--- src/rtl/spi_rx.sv ---
`timescale 1ns/1ps
// spi_rx: SPI mode-0 slave receiver, MSB first, oversampled in the clk domain.
// sclk, ss and sdi pass through two-flop synchronisers; sclk and ss get a
// third flop for edge detection. Each completed WIDTH-bit word is presented
// on dat with a one-cycle vld strobe; a frame that ends mid-word gives a
// one-cycle err strobe instead.
// Optional feature macro: SPI_RX_ECHO_EN adds an sdo port that echoes the
// previously completed word, MSB first, during the next frame.
module spi_rx #(
  parameter int WIDTH = 8
) (
  input  logic             clk,
  input  logic             rst,
  input  logic             sclk,
  input  logic             ss,
  input  logic             sdi,
  output logic [WIDTH-1:0] dat,
  output logic             vld,
  output logic             err,
  output logic             busy
`ifdef SPI_RX_ECHO_EN
  ,
  output logic             sdo
`endif
);

  localparam int CW = $clog2(WIDTH);
  localparam logic [CW-1:0] LAST = CW'(WIDTH - 1);

  // synchroniser and edge-detect stages
  logic sclk_p0, sclk_p1, sclk_p2;
  logic ss_p0, ss_p1, ss_p2;
  logic sdi_p0, sdi_p1;
  // goes all-ones once the synchronisers hold real input samples
  logic [1:0] flush;

  logic armed;
  logic [CW-1:0] cnt;
  logic [WIDTH-1:0] shift;
  logic [WIDTH-1:0] shift_nx;

  logic sclk_rise;
  logic ss_fall;
  logic ss_rise;
  logic ss_lo;

  // Stage p0/p1: two-flop synchronisers; p2: previous sample for edges.
  // Idle values on reset so that no edge is seen out of reset.
  always_ff @(posedge clk or posedge rst) begin
    if (rst) begin
      sclk_p0 <= 1'b0;
      sclk_p1 <= 1'b0;
      sclk_p2 <= 1'b0;
      ss_p0   <= 1'b1;
      ss_p1   <= 1'b1;
      ss_p2   <= 1'b1;
      sdi_p0  <= 1'b0;
      sdi_p1  <= 1'b0;
      flush   <= 2'b00;
    end else begin
      sclk_p0 <= sclk;
      sclk_p1 <= sclk_p0;
      sclk_p2 <= sclk_p1;
      ss_p0   <= ss;
      ss_p1   <= ss_p0;
      ss_p2   <= ss_p1;
      sdi_p0  <= sdi;
      sdi_p1  <= sdi_p0;
      flush   <= {flush[0], 1'b1};
    end
  end

  assign sclk_rise = sclk_p1 & ~sclk_p2;
  assign ss_fall   = ~ss_p1 & ss_p2;
  assign ss_rise   = ss_p1 & ~ss_p2;
  assign ss_lo     = ~ss_p1;
  assign shift_nx  = {shift[WIDTH-2:0], sdi_p1};

  // Arm only on a genuine high ss sample; the reset value of the
  // synchroniser must not count, or a reset mid-frame would arm early and
  // receive the tail of that frame as a misaligned word.
  always_ff @(posedge clk or posedge rst) begin
    if (rst) begin
      armed <= 1'b0;
    end else if (flush[1] && ss_p1) begin
      armed <= 1'b1;
    end
  end

  // Receive: ss rise has priority over a coincident sclk rise, so err is
  // judged on the count before that edge and the edge itself is dropped.
  always_ff @(posedge clk or posedge rst) begin
    if (rst) begin
      cnt   <= '0;
      shift <= '0;
      dat   <= '0;
      vld   <= 1'b0;
      err   <= 1'b0;
    end else begin
      vld <= 1'b0;
      err <= 1'b0;
      if (armed) begin
        if (ss_rise) begin
          err <= (cnt != '0);
          cnt <= '0;
        end else if (ss_fall) begin
          cnt   <= '0;
          shift <= '0;
        end else if (ss_lo && sclk_rise) begin
          shift <= shift_nx;
          if (cnt == LAST) begin
            dat <= shift_nx;
            vld <= 1'b1;
            cnt <= '0;
          end else begin
            cnt <= cnt + CW'(1);
          end
        end
      end
    end
  end

  assign busy = armed & ss_lo;

`ifdef SPI_RX_ECHO_EN
  logic sclk_fall;
  logic [WIDTH-1:0] echo;
  logic [WIDTH-1:0] esh;

  assign sclk_fall = ~sclk_p1 & sclk_p2;

  // Echo word capture and its per-frame output shifter; sdo changes on
  // sclk falling edges so the master samples it on the next rising edge.
  always_ff @(posedge clk or posedge rst) begin
    if (rst) begin
      echo <= '0;
      esh  <= '0;
    end else begin
      if (vld) begin
        echo <= dat;
      end
      if (armed && ss_fall) begin
        esh <= echo;
      end else if (armed && ss_lo && sclk_fall) begin
        esh <= {esh[WIDTH-2:0], 1'b0};
      end
    end
  end

  // In the ss-fall cycle the shifter is still loading, so take the MSB
  // straight from the echo word.
  assign sdo = busy & (ss_fall ? echo[WIDTH-1] : esh[WIDTH-1]);
`endif

endmodule
--- config.mk ---
export PLATFORM = sky130hd
export DESIGN_NAME = spi_rx
export DESIGN_NICKNAME = d
export VERILOG_FILES = /design/src/rtl/spi_rx.sv
export SDC_FILE = /design/constraint.sdc
export NUM_CORES = 1
export LEC_CHECK = 0
export CORE_UTILIZATION = 55
export DETAILED_ROUTE_END_ITERATION = 10
export GPL_ROUTABILITY_DRIVEN = 1
export PLACE_DENSITY = 0.85
export SLEW_MARGIN = 20
export SYNTH_ARGS = -nofsm -noshare
export SYNTH_HDL_FRONTEND = slang
export SYNTH_SLANG_ARGS = --single-unit
--- constraint.sdc ---
create_clock -name clk -period 3.4 [get_ports clk]
set_input_delay 0.68 -clock clk [delete_from_list [all_inputs] [get_ports clk]]
set_output_delay 0.68 -clock clk [all_outputs]
set_load 0.1 [all_outputs]
# After elaboration in Yosys (flattened, before gate mapping)
# Cells that the tools add are included.
[totals] register_bits=31 memories=0 latch_bits=0 mem_bits_rw=0 in_bits=5 rom_bits=0
[op_classes] shifts=0 reduce_logical=8 bitwise_logic=9 order_cmp=0 n_addsub=1 div=0 n_mux=13 mul=0 n_eq_ne=1
[op_table] operator="2-to-1 mux 7 bit" n=2
[op_table] operator="2-to-1 mux 3 bit" n=4
[op_table] operator="2-to-1 mux 1 bit" n=7
[op_table] operator="nonzero test 3 bit" n=2
[op_table] operator="NOT 1 bit" n=5
[op_table] operator="AND reduction 5 bit" n=1
[op_table] operator="bitwise AND 1 bit" n=4
[op_table] operator="adder 3 x 1 -> 3 bit (second input constant)" n=1
[op_table] operator="== test 3 bit (second input constant)" n=1
[op_table] operator="AND reduction 3 bit" n=1
[op_table] operator="logical AND 1 bit" n=2
[op_table] operator="AND reduction 2 bit" n=1
[op_table] operator="nonzero test 2 bit" n=1

# Depth between registers and ports, before layout
[depth] word_depth=7 ltp_mapped=5

# Worst setup path after synthesis
# No wires, ideal clock.
[synth_timing] path_type="reg2out" startpoint="reg armed" endpoint="out busy" stages_incl_launch_ff=3 path_buffers=0 path_slack_ns=1.001 arrival_ns=1.719 cell_sequence="dfrtp_1 inv_1 nor2_1"
[synth_between] elab_chain_len=1
[synth_rtl] item="start, declared" line="37" rtl="logic armed;"
[synth_rtl] item="start signal, assigned" line="84" rtl="armed <= 1'b0;"
[synth_rtl] item="start signal, assigned" line="86" rtl="armed <= 1'b1;"
[synth_rtl] item="bitwise AND 1 bit" line="123" rtl="assign busy = armed & ss_lo;"
[synth_rtl] item="end, declared" line="20" rtl="output logic busy"
# No other way between the ends.

# Final worst setup path
[layout_timing] startpoint="reg dat[2]" endpoint="out dat[2]"
[layout_lines] item="start, declared" line="17" rtl="output logic [WIDTH-1:0] dat,"
[layout_lines] item="start signal, assigned" line="112" rtl="dat <= shift_nx;"
# No word-level cell between the ends.

==> impl_summary.md <==
Timing
The final period demand of the worst path is 2.50 ns. Setup violations remaining at the end of the flow were counted as 0. Measured against its own limit, the worst slew margin works out to 35.3%. After routing, the total negative slack on setup checks comes to 0 ns. Clock skew on the completed layout was measured at roughly 0.0033 ns. Setup repair after global routing left no endpoint under its margin. The final number of max-transition violations is 0. The peak clock frequency supported by timing is 401 MHz. After layout, the worst setup slack is approximately 0.9 ns. The pin slew with the least headroom to its limit is 0.968 ns.

The final count of hold timing violations is 0. Of the available clock period, the critical path in the final layout requires roughly three quarters. Across all hold checks on the routed design, the worst slack comes to 0.354 ns.

Clock network
The H-tree generated during clock tree synthesis spans 2 levels. The quantity of hold-fixing buffers added after cts is 0. The number of clock sinks is 31. Post-CTS timing repair inserted 0 buffers for setup.

The clock tree root driver cell is sky130_fd_sc_hd__clkbuf_4. After clock tree synthesis, the clock-pin slew on the worst setup and hold paths is ~0.090 ns. Post-CTS repair changed the size of 0 cells.

No sink is reached through more buffers than the 2 on the longest clock path. The insertion delay to the later sink of the worst-skew pair is approximately 0.32 ns. The total CTS buffers is 5.

The clock tree from TritonCTS is yes.

Detailed routing
The detailed-route DRC error count is 0. After detailed routing, the average wire length per cell comes to 14.3 µm. The number of iterations in the first detailed-routing pass is 3.

The detailed router's first-iteration violation count is 7. The mean number of vias per cell is between 5 and 6. The residual antenna-violating net count after detailed routing is 0. After detailed routing, the total wire length is 1930 µm. The total number of vias is 706.

Logic synthesis
The unique cell type count in the Yosys netlist is 23. The fraction of synthesized cell area taken by the top area cell type is slightly below 60%. The number of enable flip-flop cells after synthesis is 0. For this run, the leading register cell type out of synthesis is sky130_fd_sc_hd__dfrtp_1.

After synthesis, the most frequently instantiated cells are sky130_fd_sc_hd__dfrtp_1, sky130_fd_sc_hd__mux2_2, sky130_fd_sc_hd__inv_1. Yosys attributes the largest share of cell area to sky130_fd_sc_hd__dfrtp_1, sky130_fd_sc_hd__mux2_2, sky130_fd_sc_hd__dfstp_2. In this run the cell area of the synthesized design comes to around 1200 µm². The post-synthesis net count is 95.

The count of state elements after synthesis is 31. Yosys instantiated no cell more often than sky130_fd_sc_hd__dfrtp_1. The Yosys step of the flow raised 0 warnings. Counting flops with an async set or reset pin after synthesis yields a share of 100%.

Averaged over all synthesized cells, the footprint is 14.0 µm². The most area-hungry cell type in the Yosys netlist is sky130_fd_sc_hd__dfrtp_1. Synthesis produced a netlist whose cell count is 85.

After synthesis, flip-flops and latches occupy 65.5% of the total area.

Power and ir drop
The worst-case vdd ir drop is between 0.0003 and 0.0004 V. The leakage power summed over all cells is 0.000704 µW. The overall power consumption is 725 µW. The power density over the cells is 511 nW/µm².

Global routing
The via count of the first global-routing pass came to 799. The global-route usage over all layers is 21.4%. The number of antenna violations at the first check in global routing is 0. Entering global routing, the biggest net connects 32 pins. The global-route wire length before repair is 3600 µm. The total congestion overflow is 0.

Min path
The worst hold path terminates at sclk_p1$_DFF_PP0_. In this run the worst hold path is classified as reg2reg. The worst hold path begins at sclk_p0$_DFF_PP0_. The worst hold path passes through 0 cells.

Layout
The area growth from synthesis to final layout is 19.3%. The finished layout holds 135 standard cells, fillers aside. The diode insertion count for antenna repair is 0. The layout net count is about 120. Cells with a size suffix above 1 make up approximately 20% of the layout.

Worst setup path
The data arrival time at the worst-slack endpoint is 1.82 ns. Broken down by cell family, the worst path's largest delay share belongs to buffers and inverters. Together, buffers and inverters on the worst path number 1. Setup slack on the worst reg-to-reg path comes out at 1.50 ns.

The kind of critical path is reg2out. The critical path depth is 1. The delay contributed by the slowest stage of the critical path is around 1.1 ns. The worst register-to-register path begins at ss_p1$_DFF_PP1_. The endpoint identified for the worst register-to-register timing path is dat[2]$_DFFE_PP0P_. The critical path startpoint category is a flip-flop. The endpoint kind of the worst setup timing path is an output port.

The required time reported for the critical path endpoint is 2.72 ns. On the critical path, the stage with the largest delay is an instance of sky130_fd_sc_hd__clkdlybuf4s50_1. The length in cells of the worst reg-to-reg path is 4. The signal on the critical path passes through clkdlybuf4s50_1. The peak fanout along the critical path is 2.

Run
Across the run, the number of max-cap violations was 0.

Floorplan
The die covers 2350 µm². The boundary pin count is 16. The y dimension of the die is 48.5 µm. After floorplanning, the core was sized to cover between 2000 and 2500 µm². The die is 48.5 µm wide. The floorplan has 16 rows.

For this configuration, the core starts out at a cell density of 59.4%.

Placement
Counting tap cells, the placed design contains a total of ~130 instances. The placement-stage worst setup slack is about 1.2 ns. The congestion estimate from routability-driven global placement came to 0.791. Input and output buffers added on the ports amount to 15.

The detailed placement HPWL is 1350 µm.

Status
The flow ran to the end, and the final reports show no timing, DRC or antenna violations.
[cell families after synthesis]
group	synth area share, %
DFF	65.5
and+or+nand+nor	8.10
muxes	10.9
AOI/OAI and AO/OA	6.73
buffers and inverters	3.15
adders and majority gates	5.26
other	0.315
[layout make-up]
type,instances,area (µm²)
clock inverters,3,15.0
flip-flops and latches,31,779
inverters,7,26.3
well taps,27,33.8
clock buffers,5,37.5
multi-input cells,46,373
repair buffers,16,155
fillers,148,582
[routing by layer]
layer	global-route usage, %	part of all wire, %
met3	7.55	4.8
met2	34.3	50
met5	0	0
met1	24.8	42
met4	13.2	3.0
[stage by stage]
stage | area [µm²] | utilization [%]
3_5_place_dp | 1370 | 68.3
6_report | 1420 | 70.9
4_1_cts | 1420 | 70.9
3_3_place_gp | 1370 | 68.3
2_1_floorplan | 1190 | -
5_1_grt | 1420 | 70.9
[report_power, final]
| group | switching [µW] | leakage, µW | total [µW] | internal [µW] |
|---|---|---|---|---|
| sequential | 16.0 | 0.000397 | 412 | 396 |
| clock | 122 | 0.0000347 | 198 | 76.7 |
| combinational | 74.6 | 0.000272 | 115 | 40.0 |
| total | 212 | 0.000704 | 725 | 513 |
[how the worst max path moves through the flow]
stage	from	endpoint
after floorplan	armed$_DFFE_PP0P_	busy
after global placement	dat[0]$_DFFE_PP0P_	dat[0]
after detailed placement	dat[5]$_DFFE_PP0P_	dat[5]
after CTS	dat[2]$_DFFE_PP0P_	dat[2]
after global routing	dat[2]$_DFFE_PP0P_	dat[2]
final	dat[2]$_DFFE_PP0P_	dat[2]
[cells in the final DEF (no fill, tap or decap), drive strengths merged, types with 2 or more instances in the layout]
cell type      instances
a22o                   6
and3                   2
buf                    2
clkbuf                 5
clkdlybuf4s50         14
clkinv                 3
dfrtp                 28
dfstp                  3
ha                     5
inv                    7
mux2                   8
mux2i                  4
nand2                  6
nor2                   3
o21ai                  3
[sequential cells by signal, indices dropped and copies added (netlist names)]
signal and flops:
cnt 3, ss_p2 1, vld 1, dat 8
sdi_p0 1, sclk_p1 1, sclk_p0 1, flush 2
ss_p0 1, armed 1, ss_p1 1, sclk_p2 1
shift 7, sdi_p1 1, err 1
No activity file was read; power rests on OpenSTA's default activity.
